## src/rtl/mi32_cmd_player_if.sv

```systemverilog
// Bus bundle for mi32_cmd_player: command input, read-response output and MI32 master port.
// The master modport is the player itself; slave is the surrounding environment.
interface mi32_cmd_player_if;
    logic        cmd_valid;
    logic        cmd_ready;
    logic        cmd_rd;
    logic [31:0] cmd_addr;
    logic [31:0] cmd_data;
    logic [3:0]  cmd_be;

    logic [31:0] rsp_data;
    logic        rsp_valid;
    logic        rsp_ready;

    logic [31:0] mi_dwr;
    logic [31:0] mi_addr;
    logic [3:0]  mi_be;
    logic        mi_rd;
    logic        mi_wr;
    logic        mi_ardy;
    logic [31:0] mi_drd;
    logic        mi_drdy;

    modport master (
        input  cmd_valid, cmd_rd, cmd_addr, cmd_data, cmd_be,
        output cmd_ready,
        output rsp_data, rsp_valid,
        input  rsp_ready,
        output mi_dwr, mi_addr, mi_be, mi_rd, mi_wr,
        input  mi_ardy, mi_drd, mi_drdy
    );

    modport slave (
        output cmd_valid, cmd_rd, cmd_addr, cmd_data, cmd_be,
        input  cmd_ready,
        input  rsp_data, rsp_valid,
        output rsp_ready,
        input  mi_dwr, mi_addr, mi_be, mi_rd, mi_wr,
        output mi_ardy, mi_drd, mi_drdy
    );
endinterface

```

## src/rtl/mi32_cmd_player.sv

```systemverilog
// Plays read/write commands onto an MI32 master port through a one-entry request register,
// buffering read data in a credit-guarded first-word-fall-through FIFO.
module mi32_cmd_player #(
    parameter  int RSP_FIFO_DEPTH = 16,
    localparam int AW = $clog2(RSP_FIFO_DEPTH),
    localparam int CW = AW + 1
) (
    input  logic          clk,
    input  logic          reset,
    mi32_cmd_player_if.master bus,
    output logic [CW-1:0] outstanding,
    output logic          err
);

    logic          req_vld;
    logic          req_rd;
    logic [31:0]   req_addr;
    logic [31:0]   req_data;
    logic [3:0]    req_be;

    logic [CW-1:0] credit;
    logic [CW-1:0] wr_ptr;
    logic [CW-1:0] rd_ptr;
    logic [31:0]   mem [RSP_FIFO_DEPTH];

    logic          accept;
    logic          rd_acc;
    logic          mi_done;
    logic          mi_rd_done;
    logic          drdy_ok;
    logic          pop;

    // A read is only accepted when a FIFO slot is already reserved for its data,
    // so the response FIFO can never overflow.
    assign bus.cmd_ready = !reset && (!req_vld || bus.mi_ardy) && (!bus.cmd_rd || credit != '0);

    assign accept     = bus.cmd_valid && bus.cmd_ready;
    assign rd_acc     = accept && bus.cmd_rd;
    assign mi_done    = req_vld && bus.mi_ardy;
    assign mi_rd_done = mi_done && req_rd;
    assign drdy_ok    = bus.mi_drdy && (outstanding != '0);
    assign pop        = bus.rsp_valid && bus.rsp_ready;

    assign bus.mi_rd   = req_vld && req_rd;
    assign bus.mi_wr   = req_vld && !req_rd;
    assign bus.mi_addr = req_addr;
    assign bus.mi_dwr  = req_data;
    assign bus.mi_be   = req_be;

    assign bus.rsp_valid = (wr_ptr != rd_ptr);
    assign bus.rsp_data  = mem[rd_ptr[AW-1:0]];

    always_ff @(posedge clk) begin
        if (reset) begin
            req_vld  <= 1'b0;
            req_rd   <= 1'b0;
            req_addr <= '0;
            req_data <= '0;
            req_be   <= '0;
        end else if (accept) begin
            req_vld  <= 1'b1;
            req_rd   <= bus.cmd_rd;
            req_addr <= bus.cmd_addr;
            req_data <= bus.cmd_data;
            req_be   <= bus.cmd_be;
        end else if (mi_done) begin
            req_vld  <= 1'b0;
        end
    end

    always_ff @(posedge clk) begin
        if (reset) begin
            credit <= CW'(RSP_FIFO_DEPTH);
        end else begin
            case ({rd_acc, pop})
                2'b10:   credit <= credit - CW'(1);
                2'b01:   credit <= credit + CW'(1);
                default: credit <= credit;
            endcase
        end
    end

    // Responses arriving with nothing outstanding are dropped and flagged.
    always_ff @(posedge clk) begin
        if (reset) begin
            outstanding <= '0;
            err         <= 1'b0;
        end else begin
            case ({mi_rd_done, drdy_ok})
                2'b10:   outstanding <= outstanding + CW'(1);
                2'b01:   outstanding <= outstanding - CW'(1);
                default: outstanding <= outstanding;
            endcase
            if (bus.mi_drdy && outstanding == '0)
                err <= 1'b1;
        end
    end

    always_ff @(posedge clk) begin
        if (reset) begin
            wr_ptr <= '0;
            rd_ptr <= '0;
        end else begin
            if (drdy_ok) wr_ptr <= wr_ptr + CW'(1);
            if (pop)     rd_ptr <= rd_ptr + CW'(1);
        end
    end

    always_ff @(posedge clk) begin
        if (drdy_ok)
            mem[wr_ptr[AW-1:0]] <= bus.mi_drd;
    end

endmodule

```

## src/flat_wrapper.sv

```systemverilog
// flat-port wrapper written by rule: the top's interface ports become plain ports
module mi32_cmd_player_flat 
#(
    parameter  int RSP_FIFO_DEPTH = 16,
    localparam int AW = $clog2(RSP_FIFO_DEPTH),
    localparam int CW = AW + 1
)
  (clk, reset, outstanding, err, bus_cmd_valid, bus_cmd_rd, bus_cmd_addr, bus_cmd_data, bus_cmd_be, bus_cmd_ready, bus_rsp_data, bus_rsp_valid, bus_rsp_ready, bus_mi_dwr, bus_mi_addr, bus_mi_be, bus_mi_rd, bus_mi_wr, bus_mi_ardy, bus_mi_drd, bus_mi_drdy);
  mi32_cmd_player_if bus_i ();
  input  logic clk;
  input  logic reset;
  output logic [CW-1:0] outstanding;
  output logic err;
  input wire logic [$bits(bus_i.cmd_valid)-1:0] bus_cmd_valid;
  input wire logic [$bits(bus_i.cmd_rd)-1:0] bus_cmd_rd;
  input wire logic [$bits(bus_i.cmd_addr)-1:0] bus_cmd_addr;
  input wire logic [$bits(bus_i.cmd_data)-1:0] bus_cmd_data;
  input wire logic [$bits(bus_i.cmd_be)-1:0] bus_cmd_be;
  output wire logic [$bits(bus_i.cmd_ready)-1:0] bus_cmd_ready;
  output wire logic [$bits(bus_i.rsp_data)-1:0] bus_rsp_data;
  output wire logic [$bits(bus_i.rsp_valid)-1:0] bus_rsp_valid;
  input wire logic [$bits(bus_i.rsp_ready)-1:0] bus_rsp_ready;
  output wire logic [$bits(bus_i.mi_dwr)-1:0] bus_mi_dwr;
  output wire logic [$bits(bus_i.mi_addr)-1:0] bus_mi_addr;
  output wire logic [$bits(bus_i.mi_be)-1:0] bus_mi_be;
  output wire logic [$bits(bus_i.mi_rd)-1:0] bus_mi_rd;
  output wire logic [$bits(bus_i.mi_wr)-1:0] bus_mi_wr;
  input wire logic [$bits(bus_i.mi_ardy)-1:0] bus_mi_ardy;
  input wire logic [$bits(bus_i.mi_drd)-1:0] bus_mi_drd;
  input wire logic [$bits(bus_i.mi_drdy)-1:0] bus_mi_drdy;
  assign bus_i.cmd_valid = bus_cmd_valid;
  assign bus_i.cmd_rd = bus_cmd_rd;
  assign bus_i.cmd_addr = bus_cmd_addr;
  assign bus_i.cmd_data = bus_cmd_data;
  assign bus_i.cmd_be = bus_cmd_be;
  assign bus_cmd_ready = bus_i.cmd_ready;
  assign bus_rsp_data = bus_i.rsp_data;
  assign bus_rsp_valid = bus_i.rsp_valid;
  assign bus_i.rsp_ready = bus_rsp_ready;
  assign bus_mi_dwr = bus_i.mi_dwr;
  assign bus_mi_addr = bus_i.mi_addr;
  assign bus_mi_be = bus_i.mi_be;
  assign bus_mi_rd = bus_i.mi_rd;
  assign bus_mi_wr = bus_i.mi_wr;
  assign bus_i.mi_ardy = bus_mi_ardy;
  assign bus_i.mi_drd = bus_mi_drd;
  assign bus_i.mi_drdy = bus_mi_drdy;
  mi32_cmd_player #(.RSP_FIFO_DEPTH(RSP_FIFO_DEPTH)) u_core (.clk(clk), .reset(reset), .bus(bus_i), .outstanding(outstanding), .err(err));
endmodule
```

## config.mk

```make
export PLATFORM = sky130hd
export DESIGN_NAME = mi32_cmd_player_flat
export DESIGN_NICKNAME = d
export VERILOG_FILES = /design/src/rtl/mi32_cmd_player_if.sv /design/src/rtl/mi32_cmd_player.sv /design/src/flat_wrapper.sv
export SDC_FILE = /design/constraint.sdc
export NUM_CORES = 1
export LEC_CHECK = 0
export BUFFER_PORTS_ARGS = -buffer_cell sky130_fd_sc_hd__clkbuf_2
export CORE_ASPECT_RATIO = 1.2
export CORE_MARGIN = 2
export CORE_UTILIZATION = 55
export CTS_BUF_LIST = sky130_fd_sc_hd__clkbuf_4 sky130_fd_sc_hd__clkbuf_8 sky130_fd_sc_hd__clkbuf_16
export CTS_CLUSTER_DIAMETER = 200
export DETAILED_ROUTE_END_ITERATION = 8
export PLACE_DENSITY = 0.75
export REMOVE_ABC_BUFFERS = 1
export SYNTH_ARGS = -nofsm -noshare
export SYNTH_HDL_FRONTEND = slang
export SYNTH_SLANG_ARGS = --single-unit
export TNS_END_PERCENT = 1
```

## constraint.sdc

```tcl
create_clock -name clk -period 5.3 [get_ports clk]
set_clock_uncertainty 0.15 [all_clocks]
set_input_delay 0.53 -clock clk [delete_from_list [all_inputs] [get_ports clk]]
set_output_delay 0.53 -clock clk [all_outputs]
set_load 0.005 [all_outputs]
```

==> impl_results.md, run 1 <==
* Wirelength, routed at 50700 µm
* Root Buffer: clkbuf_16
* Initial core utilization at ~55%
* Unrepaired setup endpoints after global routing: false
* EDFF count, synth at approximately 500
* Vias at 12145
* Clk sink count at 607
* Iter 0 DRT Violations at 1149
* Worst-Skew Late Latency at 0.58 ns
* Sequential Area at between 15000 and 20000 µm²
* CTS tree: built
* Clock slew at reported path FFs at 0.06 ns
* ANT nets after route at 0
* Status: finished clean
* Worst R2R End: u_core.outstanding[4]$_SDFFE_PP0P_
* Mapped cell area at 23000 µm²
* Final Wtd Congestion at 0.797
* Slew Viols, Final at 0
* Drt via density at 5.95
* Die W at 191 µm
* Dpl hpwl at 28600 µm
* Relative slew margins at 10.9%
* Distinct cell type count after synthesis at 38
* Worst path most repeated cell: mux4_2
* Num CTS Buffers at 57
* Critical path required time at 4.62 ns
* Hold endpoint: u_core.bus.mi_addr[5]$_SDFFE_PP0P_
* CP max FO at 52
* Final period util at 71.7%
* Worst-margin pin slew at about 1.3 ns
* VDD IR-drop max at 0.264 mV
* Ys async rst share at 0%
* # hold bufs at CTS at 27
* Mean Syn Cell Area at 19.4 µm²
* Sequential share of the synthesized area at between 70% and 80%
* Top cell type's share of synthesized area at 66.7%
* Slowest CP cell: dfxtp_4
* Initial antenna violation count at 2
* Critical path startpoint category: register
* Fillcell total at 2712
* CP Data Arrival Time at ~3.1 ns
* Placed Area at about 25000 µm²
* Total power draw at slightly above 10 mW
* Setup violators final at 0
* H-tree Lvls at 2
* Final Cell Area at around 27000 µm²
* Port Buf Inserts at 216
* Hold Violations, Final at 0
* DRC errors left at 0
* Global-route wire length before repair at 76100 µm
* Post-synth top area cell: edfxtp_1
* R2R Setup Slk at around 2 ns
* Worst Path Class, Setup: reg -> out
* Total Routing Usage GR at 23.7%
* Layout area overhead at 17.0%
* Count leader, synth: edfxtp_1
* Reg2reg path depth at 8
* Hold Crit Start: bus_cmd_addr[5]
* Postcts setup bufs at 0
* Finished Layout Cells at 2040
* Hold Crit Depth at 3
* Max-Cap Viols at 0
* Core area at 41600 µm²
* Die extent in y at 228 µm
* Largest net degree at the start of global routing at roughly 130
* DIE AREA at about 44000 µm²
* Endpoint type of the worst setup path: output port
* FP Rows at 82
* Leak pwr at 9.07 nW
* Setup_tns at 0 ns
* Vias in the first global route at 12425
* Share of cells above drive strength 1 at 35.4%
* Reg-to-Reg Start: u_core.outstanding[1]$_SDFFE_PP0P_
* Most used DFF post-synth: edfxtp_1
* Ranking of synthesized cells by area: edfxtp_1 67%, mux4_2 16%, dfxtp_1 8.3%
* Cells after DPL at approximately 1900
* Average wire per standard cell at approximately 25 µm
* # IOs at 217
* Hold Crit Class: in -> reg
* CP Cell Sequence: buf_12, mux4_2, mux4_2, clkbuf_2
* Grt ovf at 0
* Post-synth top cells: 512 x edfxtp_1, 160 x mux4_2, 146 x nand2_1, 95 x dfxtp_1, 81 x a21oi_1
* Number of synthesized register bits at 607
* Syn. warnings at 0
* Cell area power density at approximately 380 nW/µm²
* CTS max path bufs at 3
* Period minus WS final at roughly 3.8 ns
* Post-CTS sizing at 0
* Mapped Cells at 1185
* Crit path largest cell delay at around 0.83 ns
* DRT Pass-1 Iters at 5
* Area occupied by multi-input gates at 5570 µm²
* Nets@finish at 1569
* F_max at 0.263 GHz
[through the flow]
stage | setup WS, ns | util, % | hold slack, ns
4_1_cts | 1.36 | 64.9 | 0.000551
2_1_floorplan | -1.81 | - | 0.289
3_5_place_dp | 1.99 | 59.9 | 0.298
5_1_grt | 1.27 | 64.9 | 0.0112
6_report | 1.50 | 64.9 | 0.0212
3_3_place_gp | 2.01 | 59.9 | 0.292
[worst max-delay path: cells and delay by family (launching register included)]
kind,cells,cell delay (ns)
muxes,2,1.08
DFF,1,0.83
buffers and inverters,2,0.58
[registers in the layout (all words and copies together) (netlist names), named ones only]
register            flops
u_core.mem            512
u_core.credit           5
u_core.outstanding      5
u_core.req_rd           1
u_core.wr_ptr           5
u_core.bus.mi_addr     32
u_core.err              1
u_core.bus.mi_dwr      32
u_core.rd_ptr           5
u_core.bus.mi_be        4
u_core.req_vld          1
[layout by cell type, fill, tap and decap left out, types with 5 or more instances in the layout]
master         instances
edfxtp_1             512
clkbuf_2             215
mux4_2               160
nand2_1              146
dfxtp_1               91
a21oi_1               81
clkbuf_16             60
dlygate4sd3_1         27
nor2_1                23
buf_4                 23
ha_1                  13
clkbuf_4              13
clkinv_2              13
nor2_4                12
xor2_1                11
nor2b_1                7
mux2i_1                7
clkinv_1               6
inv_1                  5
mux2_2                 5
[per-layer routing]
layer | track usage (%) | up-vias | share of wire, %
met5 | 0 | - | 0
met1 | 31.3 | 6270 | 37
met3 | 4.80 | 82 | 7.9
met4 | 6.98 | 0 | 2.5
li1 | - | 5238 | -
met2 | 40.2 | 555 | 52
[logic make-up (layout without fill, tap and decap cells)]
kind of cell	Yosys count	in the layout	share of synthesized area (%)
compound gates	97	97	2.37
simple gates	209	209	3.71
fa+ha+maj	15	15	0.880
other cells	0	2	0
mux	172	172	16.2
xor+xnor	14	14	0.532
buf+inv	71	378	1.34
flops	607	607	75.0
[layout make-up]
cell class                 count  area share, %
tap                          546           2.53
clock buffer                  75           6.03
antenna                        2         0.0186
multi-input combinational    507           20.7
clock inverter                29          0.705
timing repair buffer         269           5.87
inverter                       5         0.0696
sequential                   607           64.1
[power by group]
part           total, mW  switching, mW  internal (mW)  leakage (nW)
combinational      0.946          0.444          0.502          2.78
sequential          5.33         0.0957           5.24          5.38
clock               3.92           1.71           2.21         0.915
[how the worst max path moves through the flow]
| stage | to | from | cells after the start | slack, ns |
|---|---|---|---|---|
| after floorplan | bus_rsp_data[0] | register | 2 | -1.81 |
| after global placement | bus_rsp_data[14] | register | 4 | 2.01 |
| after detailed placement | bus_rsp_data[14] | register | 4 | 1.99 |
| after CTS | bus_rsp_data[14] | register | 4 | 1.36 |
| after global routing | bus_rsp_data[13] | register | 4 | 1.27 |
| final | bus_rsp_data[13] | register | 4 | 1.50 |
(Power assumes the default switching activity.)
==> run 2, diff against run 1 <==
--- a/config.mk
+++ b/config.mk
@@ -5,14 +5,15 @@
 export SDC_FILE = /design/constraint.sdc
 export NUM_CORES = 1
 export LEC_CHECK = 0
+export ABC_AREA = 1
 export BUFFER_PORTS_ARGS = -buffer_cell sky130_fd_sc_hd__clkbuf_2
 export CORE_ASPECT_RATIO = 1.2
 export CORE_MARGIN = 2
-export CORE_UTILIZATION = 55
+export CORE_UTILIZATION = 54
 export CTS_BUF_LIST = sky130_fd_sc_hd__clkbuf_4 sky130_fd_sc_hd__clkbuf_8 sky130_fd_sc_hd__clkbuf_16
 export CTS_CLUSTER_DIAMETER = 200
 export DETAILED_ROUTE_END_ITERATION = 8
-export PLACE_DENSITY = 0.75
+export PLACE_DENSITY = 0.76
 export REMOVE_ABC_BUFFERS = 1
 export SYNTH_ARGS = -nofsm -noshare
 export SYNTH_HDL_FRONTEND = slang
==> constraint.sdc (replaced) <==
create_clock -name clk -period 3.35 [get_ports clk]
set_clock_uncertainty 0.15 [all_clocks]
set_input_delay 0.335 -clock clk [delete_from_list [all_inputs] [get_ports clk]]
set_output_delay 0.335 -clock clk [all_outputs]
set_load 0.005 [all_outputs]
==> impl_results.md, run 2 <==
* Hold Crit Class: in -> reg
* Finished Layout Cells at 3075
* Max-Cap Viols at 0
* Final WS setup at about 0.39 ns
* Dpl hpwl at 32700 µm
* Sequential share of the synthesized area at 69.5%
* Commonest cells after routing, fill and taps aside: 512 x edfxtp_1, 289 x inv_1, 278 x nand2_1
* F_max at 0.338 GHz
* H-tree Lvls at 2
* Mapped Cells at 2140
* Number of synthesized register bits at 607
* Buf+Inv Stages, Crit Path at 2
* Grt ovf at 0
* Endpoint type of the worst setup path: output port
* DIE AREA at ~48000 µm²
* Syn. warnings at 0
* Post-synth top cells: 512 x edfxtp_1, 290 x inv_1, 278 x nand2_1, 273 x nand3_1, 215 x a21oi_1
* Slew Viols, Final at 0
* Max FFs per register at 512
* VDD IR-drop max at ~0.45 mV
* Leak pwr at 11.1 nW
* Total power draw at between 20 and 25 mW
* Port Buf Inserts at between 200 and 250
* Top cell type's share of synthesized area at about three fifths
* Average wire per standard cell at 19.2 µm
* Final Wtd Congestion at 0.867
* Mapped cell area at 24900 µm²
* Global-route wire length before repair at 91900 µm
* CTS tree: built
* Worst-margin pin slew at about 0.91 ns
* CP max FO at a little under 60
* Root Buffer: clkbuf_16
* Post-synth top area cell: edfxtp_1
* Postcts setup bufs at 0
* FP Rows at 86
* Worst Path Class, Setup: reg -> out
* Wirelength, routed at 59200 µm
* Clk sink count at 607
* # IOs at 217
* DRC errors left at 0
* Mean Syn Cell Area at 11.6 µm²
* Ranking of synthesized cells by area: edfxtp_1 62%, dfxtp_1 7.6%, nand3_1 5.5%
* Iter 0 DRT Violations at 1373
* Initial core utilization at a little over half
* Distinct cell type count after synthesis at 30
* Crit path largest cell delay at between 0.6 and 0.7 ns
* Ys async rst share at 0%
* Core area at 45700 µm²
* CP Cell Sequence: buf_4, a21oi_1, o21ai_0, nand3_1, nand3_1, nand2_1, clkbuf_2
* Die W at 200 µm
* Cells after DPL at 2873
* CP Data Arrival Time at 2.47 ns
* Setup violators final at 0
* CTS max path bufs at 3
* Vias in the first global route at 16976
* ANT nets after route at 0
* Vias at 17222
* R2R Setup Slk at 0.74 ns
* Critical path required time at 2.86 ns
* Hold_ws at approximately 0.020 ns
* Num CTS Buffers at between 50 and 60
* Die extent in y at 239 µm
* Most used DFF post-synth: edfxtp_1
* Worst path most repeated cell: nand3_1
* Nets@finish at between 2000 and 3000
* Total Routing Usage GR at 25.0%
* Share of cells above drive strength 1 at 15.4%
* Drt via density at ~5.6
* Hold Violations, Final at 0
* Slowest CP cell: dfxtp_4
* Final period util at about nine tenths
* EDFF count, synth at roughly 510
* Worst-Skew Late Latency at 0.62 ns
* Critical path startpoint category: register
* Layout area overhead at 18.3%
* N_diodes at 0
* Initial antenna violation count at 1
* Period minus WS final at approximately 3.0 ns
* CP top delay family: buffers and inverters
* Status: finished clean
* Relative slew margins at 39.6%
* Most common cell after layout, fill and taps aside: edfxtp_1
* Clock slew at reported path FFs at 0.07 ns
* Largest net degree at the start of global routing at 115
* Unrepaired setup endpoints after global routing: false
* Setup_tns at 0 ns
* Cell area power density at 705 nW/µm²
* Count leader, synth: edfxtp_1
* Placement Setup Slack at 0.783 ns
* DRT Pass-1 Iters at 5
[run 2: cell types whose count changed in the layout (fill, tap and decap cells not counted), sizes merged, moves of 66 or more]
cell,before,now
a21oi,81,216
inv,9,296
nand3,3,274
dlygate4sd3,27,93
nand2,146,279
mux4,160,0
o211ai,2,128
o21ai,1,139
[run 2: stage by stage]
stage / util [%] / area (µm²)
2_1_floorplan: - / 24000
3_3_place_gp: 57.9 / 26500
3_5_place_dp: 57.9 / 26500
4_1_cts: 64.3 / 29400
5_1_grt: 64.3 / 29400
6_report: 64.3 / 29400
[run 2: area by class of cell]
| class | count | area (µm²) |
|---|---|---|
| clock inverters | 40 | 472 |
| inverters | 292 | 1100 |
| fillers | 3243 | 16300 |
| repair buffers | 347 | 2500 |
| well taps | 616 | 771 |
| multi-input cells | 1104 | 5750 |
| flip-flops and latches | 607 | 17300 |
| clock buffers | 69 | 1550 |
[run 2: worst paths after layout]
kind | start | endpoint | cells past startpoint
hold reg to reg | u_core.err$_SDFFE_PP0P_ | u_core.err$_SDFFE_PP0P_ | 2
hold / removal | bus_mi_drd[14] | u_core.mem[1][14]$_DFFE_PP_ | 1
setup reg to reg | u_core.wr_ptr[0]$_SDFFE_PP0P_ | u_core.credit[4]$_SDFFE_PP1P_ | 16
setup / recovery | register | bus_rsp_data[31] | 7
[run 2: logic make-up after synthesis]
kind of cell / Yosys count / synth area share (%)
buffers and inverters: 429 / 7.89
and+or+nand+nor: 595 / 10.4
DFF: 607 / 69.5
xor gates and xnor gates: 9 / 0.317
AOI/OAI and AO/OA: 485 / 11.1
adders and majority gates: 15 / 0.815
[run 2: power breakdown]
group,switching (mW),total [mW],internal [mW]
logic,3.19,4.95,1.76
registers,0.274,8.91,8.64
clock network,2.80,6.87,4.07
total,6.26,20.7,14.5
[run 2: layer usage]
| metal | routed length, µm | vias up | GRT usage, % |
|---|---|---|---|
| li1 | - | 8042 | - |
| met1 | 22700 | 8149 | 31.7 |
| met2 | 28900 | 879 | 41.5 |
| met3 | 5010 | 150 | 5.28 |
| met4 | 2570 | 2 | 10.9 |
| met5 | 13 | - | 0 |
[run 2: timing repair]
item	CTS	global route
hold buffers	93	0
gates resized for setup	0	0
hold endpoints to repair	389	0
